### config.mk
export PLATFORM = sky130hd
export DESIGN_NAME = pipe_mem_arbiter
export DESIGN_NICKNAME = d
export VERILOG_FILES = /design/src/rtl/pipe_mem_arbiter.sv
export SDC_FILE = /design/constraint.sdc
export NUM_CORES = 1
export LEC_CHECK = 0
export BUFFER_PORTS_ARGS = -buffer_cell sky130_fd_sc_hd__buf_2
export CAP_MARGIN = 20
export CELL_PAD_IN_SITES_DETAIL_PLACEMENT = 0
export CELL_PAD_IN_SITES_GLOBAL_PLACEMENT = 1
export CORE_ASPECT_RATIO = 1.75
export CORE_UTILIZATION = 39
export CTS_BUF_LIST = sky130_fd_sc_hd__clkbuf_8
export DETAILED_ROUTE_END_ITERATION = 8
export GPL_ROUTABILITY_DRIVEN = 0
export HOLD_SLACK_MARGIN = 0.05
export PLACE_DENSITY_LB_ADDON = 0.12
export SLEW_MARGIN = 30
export SYNTH_ARGS = -nofsm -noshare
export SYNTH_HDL_FRONTEND = slang
export SYNTH_SLANG_ARGS = --single-unit
### constraint.sdc
create_clock -name clk -period 3.7 [get_ports clk]
set_clock_uncertainty 0.2 [all_clocks]
set_input_delay 0.185 -clock clk [delete_from_list [all_inputs] [get_ports clk]]
set_output_delay 0.185 -clock clk [all_outputs]
set_load 0.02 [all_outputs]
### src/rtl/pipe_mem_arbiter.sv
// -----------------------------------------------------------------------------
// pipe_mem_arbiter
//
// Shares one memory port between the instruction-fetch (IF) stage and the
// data-memory (MEM) stage of the pipeline. MEM normally wins. After
// STREAK_MAX back-to-back MEM grants taken while IF was waiting, the next
// contended grant goes to IF.
//
// Sequence of one access: IDLE (grant) -> BUS_I/BUS_D (mem_req high until
// mem_ack) -> RESP (one-cycle done pulse) -> IDLE.
//
// Optional build macro: ARB_TIMEOUT_EN
//   When defined, a bus access that sees no mem_ack for TIMEOUT cycles is
//   aborted. The stage still gets its done pulse, with read data forced to 0,
//   and the sticky err flag is set. When undefined, a bus access waits
//   indefinitely and err is constant 0.
//
// Ports
//   clk        in   system clock, rising edge
//   reset      in   asynchronous active-low reset
//   if_req     in   fetch request, held with if_addr until if_done
//   if_addr    in   fetch address
//   if_rdata   out  fetched instruction, valid while if_done=1
//   if_done    out  one-cycle fetch completion pulse
//   d_req      in   data request, held with its command until d_done
//   d_we       in   1 = write, 0 = read
//   d_addr     in   data address
//   d_wdata    in   write data
//   d_be       in   byte enables
//   d_rdata    out  load data, valid while d_done=1 on reads
//   d_done     out  one-cycle data completion pulse
//   mem_req    out  registered memory request
//   mem_we     out  registered write strobe
//   mem_addr   out  registered address
//   mem_wdata  out  registered write data
//   mem_be     out  registered byte enables
//   mem_ack    in   memory completion, mem_rdata valid in the same cycle
//   mem_rdata  in   memory read data
//   stall_if   out  if_req & ~if_done
//   stall_mem  out  d_req & ~d_done
//   err        out  sticky timeout flag
// -----------------------------------------------------------------------------
module pipe_mem_arbiter #(
    parameter int ADDR_W     = 32,
    parameter int DATA_W     = 32,
    parameter int STREAK_MAX = 4,
    parameter int TIMEOUT    = 15
) (
    input  logic                  clk,
    input  logic                  reset,
    input  logic                  if_req,
    input  logic [ADDR_W-1:0]     if_addr,
    output logic [DATA_W-1:0]     if_rdata,
    output logic                  if_done,
    input  logic                  d_req,
    input  logic                  d_we,
    input  logic [ADDR_W-1:0]     d_addr,
    input  logic [DATA_W-1:0]     d_wdata,
    input  logic [DATA_W/8-1:0]   d_be,
    output logic [DATA_W-1:0]     d_rdata,
    output logic                  d_done,
    output logic                  mem_req,
    output logic                  mem_we,
    output logic [ADDR_W-1:0]     mem_addr,
    output logic [DATA_W-1:0]     mem_wdata,
    output logic [DATA_W/8-1:0]   mem_be,
    input  logic                  mem_ack,
    input  logic [DATA_W-1:0]     mem_rdata,
    output logic                  stall_if,
    output logic                  stall_mem,
    output logic                  err
);

    localparam int BE_W     = DATA_W / 8;
    localparam int STREAK_W = $clog2(STREAK_MAX + 1);

    localparam logic [1:0] ST_IDLE  = 2'd0;
    localparam logic [1:0] ST_BUS_I = 2'd1;
    localparam logic [1:0] ST_BUS_D = 2'd2;
    localparam logic [1:0] ST_RESP  = 2'd3;

    localparam logic [STREAK_W-1:0] STREAK_LIM  = STREAK_W'(STREAK_MAX);
    localparam logic [STREAK_W-1:0] STREAK_ONE  = STREAK_W'(1);
    localparam logic [STREAK_W-1:0] STREAK_ZERO = {STREAK_W{1'b0}};

`ifdef ARB_TIMEOUT_EN
    localparam int TO_W = $clog2(TIMEOUT + 1);
    // Last waiting cycle: reaching it without an ack means the count hits TIMEOUT.
    localparam logic [TO_W-1:0] TO_LAST = TO_W'(TIMEOUT - 1);
    localparam logic [TO_W-1:0] TO_ONE  = TO_W'(1);

    logic [TO_W-1:0] wait_cnt_r;
`endif

    logic [1:0]          state_r;
    logic [STREAK_W-1:0] streak_r;
    logic                grant_d_s;
    logic                grant_i_s;
    logic [STREAK_W-1:0] streak_nxt_s;

    // Arbitration in IDLE: MEM wins unless IF has been passed over STREAK_MAX times.
    always_comb begin
        grant_d_s    = 1'b0;
        grant_i_s    = 1'b0;
        streak_nxt_s = streak_r;
        if (state_r == ST_IDLE) begin
            if (d_req && !(if_req && (streak_r == STREAK_LIM))) begin
                grant_d_s = 1'b1;
                if (if_req) begin
                    if (streak_r == STREAK_LIM) begin
                        streak_nxt_s = streak_r;
                    end else begin
                        streak_nxt_s = streak_r + STREAK_ONE;
                    end
                end else begin
                    streak_nxt_s = STREAK_ZERO;
                end
            end else if (if_req) begin
                grant_i_s    = 1'b1;
                streak_nxt_s = STREAK_ZERO;
            end else begin
                streak_nxt_s = streak_r;
            end
        end else begin
            streak_nxt_s = streak_r;
        end
    end

    // Stalls depend only on the request levels and the registered done pulses.
    assign stall_if  = if_req & ~if_done;
    assign stall_mem = d_req  & ~d_done;

`ifndef ARB_TIMEOUT_EN
    assign err = 1'b0;
`endif

    // Access sequencer: grant, registered memory command, response capture, done pulse.
    always_ff @(posedge clk or negedge reset) begin
        if (!reset) begin
            state_r   <= ST_IDLE;
            streak_r  <= STREAK_ZERO;
            mem_req   <= 1'b0;
            mem_we    <= 1'b0;
            mem_addr  <= {ADDR_W{1'b0}};
            mem_wdata <= {DATA_W{1'b0}};
            mem_be    <= {BE_W{1'b0}};
            if_rdata  <= {DATA_W{1'b0}};
            d_rdata   <= {DATA_W{1'b0}};
            if_done   <= 1'b0;
            d_done    <= 1'b0;
`ifdef ARB_TIMEOUT_EN
            wait_cnt_r <= {TO_W{1'b0}};
            err        <= 1'b0;
`endif
        end else begin
            // Done pulses last exactly one cycle (the RESP cycle).
            if_done <= 1'b0;
            d_done  <= 1'b0;
            case (state_r)
                ST_IDLE: begin
                    streak_r <= streak_nxt_s;
`ifdef ARB_TIMEOUT_EN
                    wait_cnt_r <= {TO_W{1'b0}};
`endif
                    if (grant_d_s) begin
                        state_r   <= ST_BUS_D;
                        mem_req   <= 1'b1;
                        mem_we    <= d_we;
                        mem_addr  <= d_addr;
                        mem_wdata <= d_wdata;
                        mem_be    <= d_be;
                    end else if (grant_i_s) begin
                        // Fetches are full-word reads.
                        state_r   <= ST_BUS_I;
                        mem_req   <= 1'b1;
                        mem_we    <= 1'b0;
                        mem_addr  <= if_addr;
                        mem_wdata <= {DATA_W{1'b0}};
                        mem_be    <= {BE_W{1'b1}};
                    end else begin
                        state_r <= ST_IDLE;
                    end
                end
                ST_BUS_I, ST_BUS_D: begin
                    if (mem_ack) begin
                        mem_req <= 1'b0;
                        state_r <= ST_RESP;
                        if (state_r == ST_BUS_I) begin
                            if_rdata <= mem_rdata;
                            if_done  <= 1'b1;
                        end else begin
                            d_done <= 1'b1;
                            // Writes leave the last load value in place.
                            if (!mem_we) begin
                                d_rdata <= mem_rdata;
                            end else begin
                                d_rdata <= d_rdata;
                            end
                        end
`ifdef ARB_TIMEOUT_EN
                    end else if (wait_cnt_r == TO_LAST) begin
                        // Abort: complete the access with zero data (a NOP for fetch).
                        mem_req <= 1'b0;
                        state_r <= ST_RESP;
                        err     <= 1'b1;
                        if (state_r == ST_BUS_I) begin
                            if_rdata <= {DATA_W{1'b0}};
                            if_done  <= 1'b1;
                        end else begin
                            d_done <= 1'b1;
                            if (!mem_we) begin
                                d_rdata <= {DATA_W{1'b0}};
                            end else begin
                                d_rdata <= d_rdata;
                            end
                        end
                    end else begin
                        wait_cnt_r <= wait_cnt_r + TO_ONE;
                    end
`else
                    end else begin
                        state_r <= state_r;
                    end
`endif
                end
                ST_RESP: begin
                    state_r <= ST_IDLE;
                end
                default: begin
                    state_r <= ST_IDLE;
                    mem_req <= 1'b0;
                end
            endcase
        end
    end

endmodule

==> flow_summary.toml <==
[synthesis]
yosysWarnings = 0
synth_area_leaders = "dfrtp_1, mux2_2, a22o_1, a41oi_1, a21oi_1"
ys.flop_type = "dfrtp_1"
synth.top_cells.by_count = "dfrtp_1, mux2_2, a22o_1"
ys_types = 37
synth_edf_count = 0
synth.yosys.seq_area_share_pct = 61.1
postSynthCellCount = 446
yosys.area.top_type_share_pct = 61.1
yosysMostFrequentCell = "dfrtp_1"
async_reset_ff_share_pct = 100
postSynthAreaPerCell_um2 = 12.9
yosysTopAreaCell = "dfrtp_1"
synth_nets = 588
ys_ff_latch = 141
netlist_area_mm2 = 0.00577

[clock_network]
cts_tree = "done"
cts-buffers-inserted = 17
htreeDepth = 4
holdBufCountCts = 136
clock-sinks = 141
clock_latency_ns = 0.43
root_buffer = "clkbuf_8"
clk_pin_slew_ns = 0.09
cts_resized = 0
clk_path_buf_depth = 2
postCtsSetupRepairBufs = 0

[final_layout]
antennaDiodeCount = 0
ff_latch_area_mm2 = 0.00353
multiInputGateArea_mm2 = 0.00201
utilization_pct = 62.6
layout.nets = 990
drive_gt1_share_pct = 44.4
nFillCells = 1201
syn2layout_area_growth_pct = 56.6

[floorplan]
core_area_mm2 = 0.0144
die_w_um = 94.0
die_area_mm2 = 0.0153
ioPinCount = 277
die_h_um = 163
rows = 58
start_util_pct = 40.0

[global_route]
grt_pass1_wl_um = 27000
overflow = 0
antenna_found_initial = 0
use_met1_pct = 25.3
grt_usage_pct = 22.9
grt_pass1_vias = 5548
busiest_layer = "met2"
grt_max_degree = 101
use_met2_pct = 40.3
met3_usage_pct = 5.23

[pwr]
peakVddDrop_mv = 0.481
p_leak_nw = 4.34
pwr_density_cell_mw_per_mm2 = 876

[critical_path]
startpoint = "state_r[0]"
critPathMaxFanout = 38
endpoint_kind = "flop"
cp_data_required_time_ns = 3.88
reg2reg_from = "state_r[0]"
worstPathArrival_ns = 3.38
crit_type = "flop to flop"
startpoint_type = "flop"

[drt]
drtIter0Drc = 154
drtAntennaViolNets = 0
vias_per_cell = 5.13
num_vias = 5330
drcViolationCount = 0
dr.pass1.iters = 4
wirelength_um = 17000
wl_per_cell_um = 16.4

[sta]
finalHoldViolCount = 0
slew-limit-headroom_pct = 42.2
setup_viol = 0
maxSlewViolCount = 0
post-route-period-util_pct = 86.5
finalSetupTns_ns = 0
period_minus_slack_ns = 3.20
rsz0062_at_grt = "false"
max_freq_mhz = 312
worstMarginPinSlew_ns = 0.865

[min_path]
min_from = "d_req"
hold_class = "input port to flop"

[job]
drv_cap = 0

[place]
hpwl_um = 11500
io_buffers = 275

[run_status]
outcome = "finished, final reports clean"
==> registers in the layout, indices dropped and copies added (netlist names) <==
register	cells
d_done	1
d_rdata	32
if_done	1
if_rdata	32
mem_addr	32
mem_be	4
mem_req	1
mem_wdata	32
mem_we	1
state_r	2
streak_r	3
==> metrics by stage <==
stage | worst slack, ns | hold WS (ns) | cell area (um2) | instances | power (mW)
floorplan | 1.89 | -0.311 | 5770 | 446 | 4.99
global placement | 1.11 | 0.145 | 7250 | 873 | 6.10
detailed placement | 1.02 | 0.156 | 7250 | 873 | 6.19
CTS | 0.486 | 0.121 | 9040 | 1040 | 7.99
global route | 0.252 | 0.190 | 9040 | 1040 | 8.41
finish | 0.499 | 0.168 | 9040 | 1040 | 7.92
==> cell families after synthesis <==
| family | count (synthesis) | share of synthesized area [%] |
|---|---|---|
| fa+ha+maj | 4 | 0.867 |
| simple gates | 54 | 4.29 |
| other cells | 1 | 0.0650 |
| flops | 141 | 61.1 |
| mux | 65 | 12.7 |
| buf+inv | 45 | 4.23 |
| compound gates | 136 | 16.8 |
==> placed cells by master, fill, tap and decap left out, drive strengths merged <==
master	count
ha	4
and2	5
a22o	34
a21boi	1
a21oi	30
o21ai	30
dfrtp	141
and3	1
nand2	7
mux2	65
a41oi	27
a31oi	2
nor3b	1
o32a	1
nor3	2
bufinv	4
conb	1
nor2	33
inv	10
o22ai	1
dlygate4sd3	136
clkbuf	18
a221o	5
clkinv	6
buf	284
nand2b	1
a211oi	1
a32o	1
o22a	2
nor2b	2
clkinvlp	1
o21a	1
nand3	2
==> where the power goes <==
part	internal [mW]	leakage, nW	total (mW)	switching [mW]
clock network	0.734	0.218	1.35	0.616
logic	1.73	2.43	3.90	2.17
registers	2.28	1.69	2.67	0.388
total	4.75	4.34	7.92	3.17
==> critical path, stage by stage (launching register included) <==
cell           delay [ns]
dfrtp_1              0.41
inv_1                0.07
ha_1                 0.59
nand2_1              0.10
buf_4                0.25
nor2_4               0.68
a221o_1              0.26
dlygate4sd3_1        0.55
==> routing by layer <==
| metal | share of wire, % | wire, um | up-vias |
|---|---|---|---|
| met1 | 38 | 6420 | 2608 |
| li1 | - | - | 2443 |
| met4 | 3.8 | 649 | 0 |
| met3 | 5.9 | 1010 | 50 |
| met2 | 52 | 8930 | 229 |
| met5 | 0 | 0 | - |
==> area by class of cell <==
type	instances	share of cell area [%]
Multi-Input combinational cell	260	22.3
Inverter	7	0.291
Sequential cell	141	39.0
Timing Repair Buffer	421	31.2
Tap cell	180	2.49
Clock buffer	17	2.59
Clock inverter	14	2.14
==> path summary, 6_finish.rpt <==
kind                            cells after the start           end  slack (ns)
worst max-delay path                                7  mem_addr[27]        0.50
worst min-delay path                                2     mem_be[2]        0.17
worst max register to register                      7  mem_addr[27]        0.50
worst min register to register                      1    d_rdata[3]        0.30
max in group asynchronous                           3   d_rdata[19]        2.27
min in group asynchronous                           2  mem_addr[11]        0.18
(Power assumes the default switching activity.)
